--- src/rtl/reset_seq_pkg.sv ---
// reset_seq_pkg: shared types and sizing helpers
// for the reset sequencer
package reset_seq_pkg;

   typedef enum logic [1:0] {
      ST_SYNC,
      ST_HOLD,
      ST_RELEASE,
      ST_RUN
   } rs_state_e;

   function automatic int cnt_width(input int a, input int b);
      int m;
      m = (a > b) ? a : b;
      return $clog2(m + 1);
   endfunction

endpackage

--- src/rtl/reset_sync.sv ---
// reset_sync: async-assert, sync-deassert
// reset synchroniser chain
module reset_sync #(
   parameter int SYNC_STAGES = 2
) (
   input  logic clk,
   input  logic s_rst_n,
   output logic rst_sync_n
);

   logic [SYNC_STAGES-1:0] ff;

   // shift ones in after release, clear at once on assert
   always_ff @(posedge clk or negedge s_rst_n) begin
      if (!s_rst_n) begin
         ff <= '0;
      end else begin
         ff <= {ff[SYNC_STAGES-2:0], 1'b1};
      end
   end

   assign rst_sync_n = ff[SYNC_STAGES-1];

endmodule

--- src/rtl/reset_seq_ctrl.sv ---
// reset_seq_ctrl: staggered domain reset sequencer
// with sw re-sequence and per-domain reset pulses
module reset_seq_ctrl
   import reset_seq_pkg::*;
#(
   parameter int NUM_DOMAINS  = 2,
   parameter int SYNC_STAGES  = 2,
   parameter int PULSE_CYCLES = 8,
   parameter int GAP_CYCLES   = 4
) (
   input  logic                   clk,
   input  logic                   s_rst_n,
   input  logic                   sw_rst_all,
   input  logic [NUM_DOMAINS-1:0] sw_rst_req,
   output logic [NUM_DOMAINS-1:0] dom_rst_n,
   output logic                   rst_done,
   output logic                   busy
);

   localparam int CW = cnt_width(PULSE_CYCLES, GAP_CYCLES);
   localparam int IW = $clog2(NUM_DOMAINS + 1);
   localparam logic [CW-1:0] HOLD_LAST = CW'(PULSE_CYCLES - 1);
   localparam logic [CW-1:0] GAP_LAST  = CW'(GAP_CYCLES - 1);
   localparam logic [IW-1:0] DOM_LAST  = IW'(NUM_DOMAINS - 1);

   if (PULSE_CYCLES < 1) begin : g_chk_pulse
      $error("PULSE_CYCLES must be >= 1");
   end
   if (GAP_CYCLES < 1) begin : g_chk_gap
      $error("GAP_CYCLES must be >= 1");
   end
   if (SYNC_STAGES < 2) begin : g_chk_sync
      $error("SYNC_STAGES must be >= 2");
   end
   if (NUM_DOMAINS < 1) begin : g_chk_dom
      $error("NUM_DOMAINS must be >= 1");
   end

   rs_state_e              state;
   logic [CW-1:0]          cnt;
   logic [IW-1:0]          idx;
   logic                   rst_sync_n;
   logic                   hold_end;
   logic                   gap_end;
   logic                   run_nx;
   logic [NUM_DOMAINS-1:0] rel;
   logic [NUM_DOMAINS-1:0] pact_nx;

   reset_sync #(
      .SYNC_STAGES(SYNC_STAGES)
   ) u_sync (
      .clk       (clk),
      .s_rst_n   (s_rst_n),
      .rst_sync_n(rst_sync_n)
   );

   // ST_SYNC behaves as the first hold cycle: the
   // synchroniser output is seen one edge after t0
   assign hold_end = (state == ST_SYNC || state == ST_HOLD)
                     && cnt == HOLD_LAST;
   assign gap_end  = state == ST_RELEASE && cnt == GAP_LAST;
   assign run_nx   = !sw_rst_all
                     && (state == ST_RUN || rel[NUM_DOMAINS-1]);

   // sequencing FSM: hold all, then release in index order
   always_ff @(posedge clk or negedge rst_sync_n) begin
      if (!rst_sync_n) begin
         state    <= ST_SYNC;
         cnt      <= '0;
         idx      <= '0;
         rst_done <= 1'b0;
      end else if (sw_rst_all) begin
         state    <= ST_HOLD;
         cnt      <= '0;
         idx      <= '0;
         rst_done <= 1'b0;
      end else begin
         unique case (state)
            ST_SYNC, ST_HOLD: begin
               if (hold_end) begin
                  cnt <= '0;
                  if (DOM_LAST == '0) begin
                     state    <= ST_RUN;
                     rst_done <= 1'b1;
                  end else begin
                     state <= ST_RELEASE;
                     idx   <= IW'(1);
                  end
               end else begin
                  cnt   <= cnt + CW'(1);
                  state <= ST_HOLD;
               end
            end
            ST_RELEASE: begin
               if (gap_end) begin
                  cnt <= '0;
                  if (idx == DOM_LAST) begin
                     state    <= ST_RUN;
                     rst_done <= 1'b1;
                  end else begin
                     idx <= idx + IW'(1);
                  end
               end else begin
                  cnt <= cnt + CW'(1);
               end
            end
            ST_RUN: ;
         endcase
      end
   end

   for (genvar i = 0; i < NUM_DOMAINS; i++) begin : g_dom
      logic          dom_q;
      logic          pact;
      logic [CW-1:0] pcnt;
      logic          req_ok;
      logic          pdone;

      assign req_ok  = state == ST_RUN && sw_rst_req[i];
      assign pdone   = pact && pcnt == HOLD_LAST;
      assign rel[i]  = !sw_rst_all
                       && ((i == 0 && hold_end)
                           || (gap_end && idx == IW'(i)));
      assign pact_nx[i] = !sw_rst_all
                          && (req_ok || (pact && !pdone));

      // domain reset flop plus its sw pulse counter
      always_ff @(posedge clk or negedge rst_sync_n) begin
         if (!rst_sync_n) begin
            dom_q <= 1'b0;
            pact  <= 1'b0;
            pcnt  <= '0;
         end else if (sw_rst_all) begin
            dom_q <= 1'b0;
            pact  <= 1'b0;
            pcnt  <= '0;
         end else if (rel[i]) begin
            dom_q <= 1'b1;
         end else if (req_ok) begin
            dom_q <= 1'b0;
            pact  <= 1'b1;
            pcnt  <= '0;
         end else if (pdone) begin
            dom_q <= 1'b1;
            pact  <= 1'b0;
         end else if (pact) begin
            pcnt <= pcnt + CW'(1);
         end
      end

      assign dom_rst_n[i] = dom_q;
   end

   // busy registered from next-cycle run/pulse status
   always_ff @(posedge clk or negedge rst_sync_n) begin
      if (!rst_sync_n) begin
         busy <= 1'b1;
      end else begin
         busy <= !run_nx || (|pact_nx);
      end
   end

endmodule

--- config.mk ---
export PLATFORM = sky130hd
export DESIGN_NAME = reset_seq_ctrl
export DESIGN_NICKNAME = d
export VERILOG_FILES = /design/src/rtl/reset_seq_pkg.sv /design/src/rtl/reset_sync.sv /design/src/rtl/reset_seq_ctrl.sv
export SDC_FILE = /design/constraint.sdc
export NUM_CORES = 1
export LEC_CHECK = 0
export BUFFER_PORTS_ARGS = -buffer_cell sky130_fd_sc_hd__buf_2
export CAP_MARGIN = 20
export CORE_MARGIN = 3
export CORE_UTILIZATION = 38
export DETAILED_ROUTE_END_ITERATION = 8
export PLACE_DENSITY = 0.53
export REMOVE_ABC_BUFFERS = 1
export SETUP_SLACK_MARGIN = 0.3
export SLEW_MARGIN = 15
export SYNTH_ARGS = -nofsm -noshare
export SYNTH_HDL_FRONTEND = slang
export SYNTH_SLANG_ARGS = --single-unit
--- constraint.sdc ---
create_clock -name clk -period 1.7 [get_ports clk]
set_input_delay 0.17 -clock clk [delete_from_list [all_inputs] [get_ports clk]]
set_output_delay 0.17 -clock clk [all_outputs]
set_load 0.005 [all_outputs]
==> reports/qor.json, run 1 <==
{
  "clock_tree.htree_level_count": 1,
  "global_route.usage.met1": 0.208,
  "crit_path_start_kind": "register",
  "die_area_um2": 4340,
  "cts_max_path_buffers": 2,
  "worst_reg2reg_startpoint": "idx[1]",
  "fp.dieH_um": 65.9,
  "grt_util_met3": 0.0255,
  "postSynth.topFlopCell": "dfrtp_1",
  "grt_pass1_vias": 1075,
  "synth_largest_area_cell": "dfrtp_1",
  "vias": 1120,
  "ffs_w_async_s_r_synth": 1.00,
  "post_drt_via_cell_ratio": 5.36,
  "finClkSkew_ns": 0.00914,
  "cpPeakStageDelay_ns": 0.40,
  "synth_cells": 134,
  "yosysTopAreaCellShare": 0.423,
  "synthXorXnorAreaFrac": 0,
  "finalCoreUtilization": 0.520,
  "antenna_found_initial": 0,
  "main_combinational_cell_family_by_area_after_synthesis": "compound AO/OA/AOI/OAI gates",
  "num_cts_buffers": 3,
  "post_synthesis_sequential_area_ratio": 0.442,
  "synth_commonest_cells": "23 x dfrtp_1, 8 x a21oi_1, 8 x inv_1, 8 x nor2_1",
  "synth-edff-count": 0,
  "wire_length_of_the_first_global_routing_pass_mm": 5.09,
  "combined_area_of_the_multi_input_logic_cells_um2": 796,
  "drt_pre_antenna_iters": 4,
  "power.total_mw": 1.23,
  "critPathCaptureType": "register",
  "chipWidth_um": 65.9,
  "crit_arrival_ns": 1.81,
  "placed_cells": 192,
  "final-seq-area_um2": 604,
  "maxcap_violations": 0,
  "timing.critical_path.required_ns": 1.96,
  "grt_setup_unrepaired": "yes",
  "placement.cell_area_um2": 1490,
  "static-leakage-power_nw": 0.747,
  "finalNonFillerCells": 209,
  "final_net_count": 174,
  "holdCritPathClass": "input pin to async pin",
  "yosys.cell_count.top_type": "dfrtp_1",
  "slack_of_the_worst_reg_to_reg_path_ns": 0.14,
  "cp_slowest_cell": "dfrtp_1",
  "critPathLaunch": "idx[1]",
  "wl_per_cell_um": 14.0,
  "flow.area_growth_from_synthesis_pct": 29.5,
  "final_max_slew_viol_count": 0,
  "period_minus_slack_ns": 1.56,
  "cts.sink_count": 24,
  "maximum_number_of_pins_on_one_net_before_global_route_repair": 15,
  "core.rowCount": 21,
  "final_design_area_no_fill_um2": 1760,
  "setup_violations": 0,
  "netlist_top_cells_area": "dfrtp_1 42%, ha_1 4.6%, o31ai_1 3.3%",
  "hold_ws_ns": 0.124,
  "antenna_cells_inserted": 0,
  "gr-usage-all-layers": 0.153,
  "synth.yosys.warnings": 0,
  "floorplan_core_area_um2": 3390,
  "syn_area_um2": 1360,
  "wl_mm": 2.93,
  "cp_cell_sequence": "inv_2 > ha_2 > nand4bb_4 > buf_4 > buf_4 > nor2_2 > nand2_1 > a31oi_1",
  "clock_insertion_delay_worst_skew_ns": 0.32,
  "critical_path_class": "register to register",
  "cts_tree": "done",
  "status": "complete, no violations",
  "power.density_nw_per_um2": 700,
  "detail-route-antenna-nets": 0,
  "path_buf_inv": 3,
  "drt_first_iter_violations": 53,
  "dp.final_hpwl_mm": 2.02,
  "final_estimated_routing_congestion_in_global_placement": 0.806,
  "drive_above_1_share": 0.417,
  "initial_core_util": 0.402,
  "yosys.area_share.adder": 0.0460,
  "final_cycle_share": 0.915,
  "synthDistinctLibCells": 47,
  "global_route.overflow_total": 0,
  "postSynthAreaPerCell_um2": 10.2,
  "pin_count": 9,
  "synthMuxAreaShare": 0.0156,
  "ys_ff_latch": 24,
  "detail_route.drc_violations": 0,
  "synth_simple_gate_area_share": 0.203,
  "cts.root.buffer_cell": "clkbuf_4",
  "synth_compound_area_frac": 0.231,
  "timing_hold_violations_final": 0,
  "vdd.ir_drop.worst_mv": 0.400,
  "clock.fmax_mhz": 643,
  "final.fill_count": 306,
  "clk_pin_slew_worst_paths_ns": 0.14,
  "gr-usage-met2": 0.247,
  "crit_top_cell": "buf_4",
  "worst_path_dominant_cell_family": "flip-flops",
  "port-buffer-count": 8,
  "top_usage_layer": "met2",
  "critical_path.max_fanout": 3
}
[cell type report]
cell class / instances / area share
clock buffer: 3 / 0.0128
clock inverter: 1 / 0.0170
inverter: 8 / 0.0170
multi-input combinational: 95 / 0.451
sequential: 24 / 0.343
tap: 46 / 0.0326
timing repair buffer: 32 / 0.126
[layout by cell type, fill, tap and decap left out, drive strengths merged, types with 2 or more instances in the layout]
master   netlist  routed
clkbuf         1       3
nand2b         4       4
ha             5       5
a21o           2       2
a21oi          9       9
o21ai          8       8
a31o           2       2
inv            8       8
nor2           8       8
o31ai          6       6
nand2          6       6
a2111oi        2       2
dfrtp         23      23
nor4           3       3
or3            3       3
nand4bb        2       2
a31oi          3       3
nand3b         2       2
nand3          7       7
o211ai         3       3
buf            6      31
or2            4       4
a311oi         2       2
nor2b          2       2
[cells by family after synthesis]
| family | Yosys count |
|---|---|
| other | 1 |
| and+or+nand+nor | 45 |
| muxes | 2 |
| buffers and inverters | 15 |
| DFF | 24 |
| adders and majority gates | 5 |
| AOI/OAI and AO/OA | 42 |
[flip-flops by register name, indices dropped and copies added (netlist names)]
signal       count
idx              2
cnt              4
state            2
rst_done         1
busy             1
g_dom.dom_q      2
g_dom.pcnt       8
g_dom.pact       2
u_sync.ff        2
[power breakdown]
group	internal, mW	switching [mW]	total [mW]
Sequential	0.600	0.0274	0.628
Clock	0.238	0.182	0.420
Combinational	0.0901	0.0961	0.186
[final timing paths]
kind | endpoint | depth (start not counted)
max | g_dom[1].pact | 8
min | u_sync.ff[0] | 2
max reg2reg | g_dom[1].pact | 8
min reg2reg | rst_done | 1
max in group asynchronous | busy | 1
min in group clk | g_dom[1].pact | 3
[worst register-to-register path: stages (launching register included)]
cell and delay (ns):
dfrtp_1 0.40, inv_2 0.09, ha_2 0.24, nand4bb_4 0.15
buf_4 0.16, buf_4 0.13, nor2_2 0.11, nand2_1 0.07
a31oi_1 0.15
[layer usage]
metal  vias up  part of all wire
li1        549                 -
met1       553              0.47
met2        16              0.49
met3         2             0.030
met4         0            0.0058
met5         -                 0
[repair_timing]
action                                 CTS  global route
hold buffers                             1             0
setup buffers                            8             4
setup endpoints to repair               17            19
resized for setup                       15            16
endpoints found under the hold margin    2             0
pin swaps                                4             8
[through the flow]
step / setup WS (ns) / TNS (ns)
4_1_cts: 0.146 / 0
5_1_grt: 0.0485 / 0
3_3_place_gp: 0.0500 / 0
2_1_floorplan: 0.120 / 0
3_5_place_dp: -0.00670 / -0.00670
6_report: 0.144 / 0
Note: power is estimated with default switching activity, not from simulation.
==> run 2, diff against run 1 <==
CORE_UTILIZATION = 60   (was 38)
PLACE_DENSITY = 0.78   (was 0.53)
SETUP_SLACK_MARGIN = default   (was 0.3)
==> run 2 against run 1 <==
Flip-flop and latch count is the same. Register-to-register slack lost 0.09 ns. Sequential share of layout area grew 4.4 points. Critical path type unchanged. Largest cell class unchanged.
==> reports/qor.json, run 2 (synthesis results as in run 1) <==
{
  "drt_pre_antenna_iters": 4,
  "final.fill_count": 142,
  "drive_above_1_share": 0.273,
  "flow.area_growth_from_synthesis_pct": 14.5,
  "maximum_number_of_pins_on_one_net_before_global_route_repair": 15,
  "critPathLaunch": "idx[0]",
  "worst_slew_margin_rel": 0.628,
  "preCtsSetupSlack_ns": -0.0110,
  "cts_tree": "done",
  "cts.root.buffer_cell": "clkbuf_4",
  "power.density_nw_per_um2": 773,
  "top_usage_layer": "met2",
  "wl_per_cell_um": 15.8,
  "critPathCaptureType": "register",
  "crit_arrival_ns": 1.87,
  "cp_cell_sequence": "inv_2 > ha_2 > nand4bb_4 > a2111oi_4 > buf_4 > or2_4 > o31ai_1",
  "drt_first_iter_violations": 17,
  "final_max_slew_viol_count": 0,
  "detail-route-antenna-nets": 0,
  "chipWidth_um": 53.6,
  "finClkSkew_ns": 0.0139,
  "finalNonFillerCells": 177,
  "clock_insertion_delay_worst_skew_ns": 0.34,
  "maxcap_violations": 0,
  "vdd.ir_drop.worst_mv": 0.724,
  "port-buffer-count": 8,
  "critical_path_class": "register to register",
  "grt_pass1_vias": 1014,
  "cpPeakStageDelay_ns": 0.42,
  "floorplan_core_area_um2": 2060,
  "status": "complete, no violations",
  "max_slew.worst_pin.slew_ns": 0.558,
  "timing.critical_path.required_ns": 1.93,
  "grt_util_met3": 0.0249,
  "dp.final_hpwl_mm": 2.06,
  "detail_route.drc_violations": 0,
  "most-common-layout-cells": "22 x dfrtp_1, 10 x buf_4, 8 x nor2_1, 8 x a21oi_1, 8 x buf_2",
  "clock_tree.htree_level_count": 1,
  "holdCritPathClass": "input pin to async pin",
  "die_area_um2": 2880,
  "largest_register_ffs": 8,
  "global_route.overflow_total": 0,
  "cts_max_path_buffers": 2,
  "grt_setup_unrepaired": "yes",
  "period_minus_slack_ns": 1.64,
  "cp_slowest_cell": "dfrtp_1",
  "worst_reg2reg_startpoint": "idx[0]",
  "final_critical_path_setup_slack_ns": 0.0579,
  "timing_hold_violations_final": 0,
  "crit_path_start_kind": "register",
  "finalCoreUtilization": 0.756,
  "pwr-share-seq": 0.525,
  "final_estimated_routing_congestion_in_global_placement": 0.888,
  "vias": 1064,
  "antenna_cells_inserted": 0,
  "post_drt_via_cell_ratio": 6.01,
  "power.switching_mw": 0.301,
  "clk_pin_slew_worst_paths_ns": 0.15,
  "setup_violations": 0,
  "core.rowCount": 16,
  "static-leakage-power_nw": 0.661,
  "pin_count": 9,
  "num_cts_buffers": 3,
  "power.share.clock": 0.356,
  "share_comb_of_total_power": 0.118,
  "wire_length_of_the_first_global_routing_pass_mm": 4.52,
  "register_containing_the_most_flip_flops_in_the_final_layout": "g_dom.pcnt",
  "placed_cells": 169,
  "fp.dieH_um": 53.6,
  "gr-usage-met2": 0.394,
  "wl_mm": 2.79,
  "biggestRegsByFlops": "g_dom.pcnt x8, cnt x4",
  "critical_path.max_fanout": 6,
  "cellInternalPower_mw": 0.905,
  "final_net_count": 161,
  "cts.sink_count": 24,
  "swShare": 0.249,
  "final_cycle_share": 0.966,
  "clock.fmax_mhz": 609,
  "initial_core_util": 0.660,
  "final_common_cell": "dfrtp_1",
  "global_route.usage.met1": 0.271,
  "gr-usage-all-layers": 0.220,
  "antenna_found_initial": 0
}
[run 2: cell count changes in the layout (fill, tap and decap cells not counted), moves of 2 or more]
cell / change
nand2b_2: +2
ha_4: -2
o31ai_1: +3
buf_4: -13
o31ai_2: -3
inv_2: -2
inv_1: +2
nand2b_4: -2
[run 2: area by class of cell]
cell class,count,area (um^2),area share
Multi-Input combinational cell,95,714,0.458
Sequential cell,24,603,0.387
Timing Repair Buffer,19,125,0.0803
Tap cell,27,33.8,0.0217
Clock inverter,1,30.0,0.0193
Inverter,8,30.0,0.0193
Clock buffer,3,22.5,0.0144
[run 2: timing repair]
| item | CTS | global route |
|---|---|---|
| pin swaps | 1 | 2 |
| hold endpoints to repair | 2 | 0 |
| gates resized for setup | 2 | 8 |
| hold buffers | 1 | 0 |
| buffers inserted | 0 | 3 |
| setup endpoints to repair | 2 | 13 |
[run 2: path summary, 6_finish.rpt]
check	slack, ns	depth (start not counted)	to
min	0.12	2	u_sync.ff[0]
min in group clk	0.12	2	rst_done
max in group asynchronous	0.90	1	idx[0]
min reg2reg	0.24	0	rst_done
max reg2reg	0.06	7	g_dom[0].pcnt[2]
max	0.06	7	g_dom[0].pcnt[2]
[run 2: power by group through the flow]
stage	clock, mW	combinational (mW)	sequential [mW]
after global routing	0.453	0.160	0.640
after detailed placement	0	0.132	0.644
after CTS	0.425	0.135	0.633
final	0.430	0.143	0.633
after floorplan	0	0.0849	0.639
after global placement	0	0.124	0.641
[run 2: stage by stage]
step / total power [mW] / TNS, ns / hold slack, ns / cell area, um^2
6_report: 1.21 / 0 / 0.119 / 1560
3_3_place_gp: 0.765 / 0 / -0.0451 / 1440
4_1_cts: 1.19 / -0.00658 / 0.128 / 1510
2_1_floorplan: 0.724 / 0 / -0.126 / 1310
3_5_place_dp: 0.776 / -0.0117 / -0.0439 / 1440
5_1_grt: 1.25 / -0.0987 / 0.140 / 1560
[run 2: routing by layer]
metal	vias up	part of all wire
met3	5	0.034
li1	521	-
met1	516	0.44
met5	-	0
met2	22	0.52
met4	0	0.012
[run 2: critical path: cells and delay by family, from the launching register on]
family          cells  cell delay (ns)
compound gates      2             0.43
simple gates        2             0.25
flops               1             0.42
buf+inv             2             0.26
fa+ha+maj           1             0.18
==> run 3, diff against run 2 <==
CORE_MARGIN = default   (was 3)
CORE_UTILIZATION = 50   (was 60)
PLACE_DENSITY = 0.67   (was 0.78)
==> run 3 against run 2 <==
Sequential share of layout area hardly changed. Design area is 0.24% higher. Register-to-register slack hardly changed. Non-clock buffer count is 2 higher. Final cell count is 2.8% higher. Count of clock-buffer cells in the layout is 1 higher. Die area is 2.1% higher. Routed wire length is 9.8% lower. Sequential power hardly changed. Combinational power hardly changed. Maximum frequency is 0.68% lower. Setup slack worse by 0.011 ns.
==> reports/qor.json, run 3 (synthesis results as in run 1) <==
{
  "antenna_cells_inserted": 0,
  "pin_count": 9,
  "fp.dieH_um": 54.2,
  "finalNonFillerCells": 182,
  "max_slew.worst_pin.slew_ns": 0.541,
  "clock_insertion_delay_worst_skew_ns": 0.31,
  "critPathLaunch": "idx[0]",
  "global_route.overflow_total": 0,
  "finClkSkew_ns": 0.00344,
  "critical_path.max_fanout": 6,
  "period_minus_slack_ns": 1.65,
  "status": "complete, no violations",
  "floorplan_core_area_um2": 2520,
  "drt_first_iter_violations": 26,
  "hold_ws_ns": 0.142,
  "wire_length_of_the_first_global_routing_pass_mm": 4.18,
  "setup_violations": 0,
  "wl_mm": 2.52,
  "cts.sink_count": 24,
  "biggestRegsByFlops": "g_dom.pcnt x8, cnt x4",
  "vdd.ir_drop.worst_mv": 0.533,
  "detail_route.drc_violations": 0,
  "timing.critical_path.required_ns": 1.90,
  "clk_pin_slew_worst_paths_ns": 0.13,
  "holdCritPathClass": "input pin to async pin",
  "gr-usage-all-layers": 0.200,
  "grt_setup_unrepaired": "yes",
  "worst_reg2reg_startpoint": "idx[0]",
  "die_area_um2": 2940,
  "final_estimated_routing_congestion_in_global_placement": 0.767,
  "dp.final_hpwl_mm": 1.93,
  "cts_max_path_buffers": 2,
  "clock.fmax_mhz": 605,
  "antenna_found_initial": 0,
  "maximum_number_of_pins_on_one_net_before_global_route_repair": 15,
  "static-leakage-power_nw": 0.656,
  "vias": 1061,
  "chipWidth_um": 54.2,
  "num_cts_buffers": 3,
  "tns_ns": 0,
  "crit_path_end": "g_dom[0].pcnt[2]",
  "final_net_count": 163,
  "initial_core_util": 0.540,
  "flow.area_growth_from_synthesis_pct": 14.8,
  "cts.root.buffer_cell": "clkbuf_4",
  "largest_register_ffs": 8,
  "clock_tree.htree_level_count": 1,
  "critical_path_class": "register to register",
  "power.density_nw_per_um2": 691,
  "final_common_cell": "dfrtp_1",
  "post_drt_via_cell_ratio": 5.83,
  "preCtsSetupSlack_ns": 0.0152,
  "register_containing_the_most_flip_flops_in_the_final_layout": "g_dom.pcnt",
  "core.rowCount": 18,
  "drive_above_1_share": 0.303,
  "critPathCaptureType": "register",
  "detail-route-antenna-nets": 0,
  "r2r_end": "g_dom[0].pcnt[2]",
  "port-buffer-count": 8,
  "drt_pre_antenna_iters": 4,
  "maxcap_violations": 0,
  "final_critical_path_setup_slack_ns": 0.0466,
  "most-common-layout-cells": "21 x dfrtp_1, 12 x buf_4, 8 x nor2_1, 8 x a21oi_1, 8 x buf_2",
  "slack_of_the_worst_reg_to_reg_path_ns": 0.05,
  "placed_cells": 175,
  "cts_tree": "done",
  "wl_per_cell_um": 13.8,
  "crit_arrival_ns": 1.85,
  "grt_pass1_vias": 963,
  "r2r_cells": 6,
  "final.fill_count": 220,
  "final_max_slew_viol_count": 0,
  "worst_slew_margin_rel": 0.640,
  "crit_path_start_kind": "register",
  "final_cycle_share": 0.973,
  "timing_hold_violations_final": 0
}
-- run 3: repair_timing --
item	4_1_cts	5_1_grt
endpoints found under the hold margin	2	0
hold buffers	1	0
gates resized for setup	1	13
pin swaps	1	8
setup endpoints to repair	1	11
setup buffers	0	2
-- run 3: worst max-delay path: stages (launching register included) --
cell and delay, ns:
dfrtp_1 0.43, inv_2 0.08, ha_4 0.13, nand4bb_4 0.12, a2111oi_4 0.50, or2_4 0.22
o31ai_2 0.05
-- run 3: area by class of cell --
type	instances	area [um^2]	area share
multi-input cells	95	714	0.457
clock buffers	4	36.3	0.0232
repair buffers	21	140	0.0897
well taps	30	37.5	0.0240
flip-flops and latches	24	604	0.387
inverters	8	30.0	0.0192
-- run 3: power breakdown --
part / internal (mW) / switching, mW / total, mW
clock: 0.131 / 0.171 / 0.302
combinational: 0.0690 / 0.0766 / 0.146
sequential: 0.600 / 0.0321 / 0.632
-- run 3: worst min-delay path by stage --
| stage | start | end | cells after the start |
|---|---|---|---|
| detailed placement | s_rst_n | u_sync.ff[0] | 1 |
| floorplan | s_rst_n | u_sync.ff[0] | 0 |
| global route | s_rst_n | u_sync.ff[1] | 2 |
| finish | s_rst_n | u_sync.ff[0] | 2 |
| CTS | s_rst_n | u_sync.ff[1] | 2 |
| global placement | s_rst_n | u_sync.ff[0] | 1 |
-- run 3: routing by layer --
| metal | wire, um | part of all wire | track usage |
|---|---|---|---|
| met1 | 1220 | 0.48 | 0.276 |
| met2 | 1220 | 0.49 | 0.309 |
| met3 | 81 | 0.032 | 0.0339 |
| met5 | 0 | 0 | 0 |
| met4 | 0 | 0 | 0.0769 |
-- run 3: through the flow --
step / power, mW / util / area, um^2
floorplan: 0.724 / - / 1310
global placement: 0.766 / 0.580 / 1460
detailed placement: 0.772 / 0.580 / 1460
CTS: 1.08 / 0.599 / 1510
global route: 1.14 / 0.620 / 1560
finish: 1.08 / 0.620 / 1560
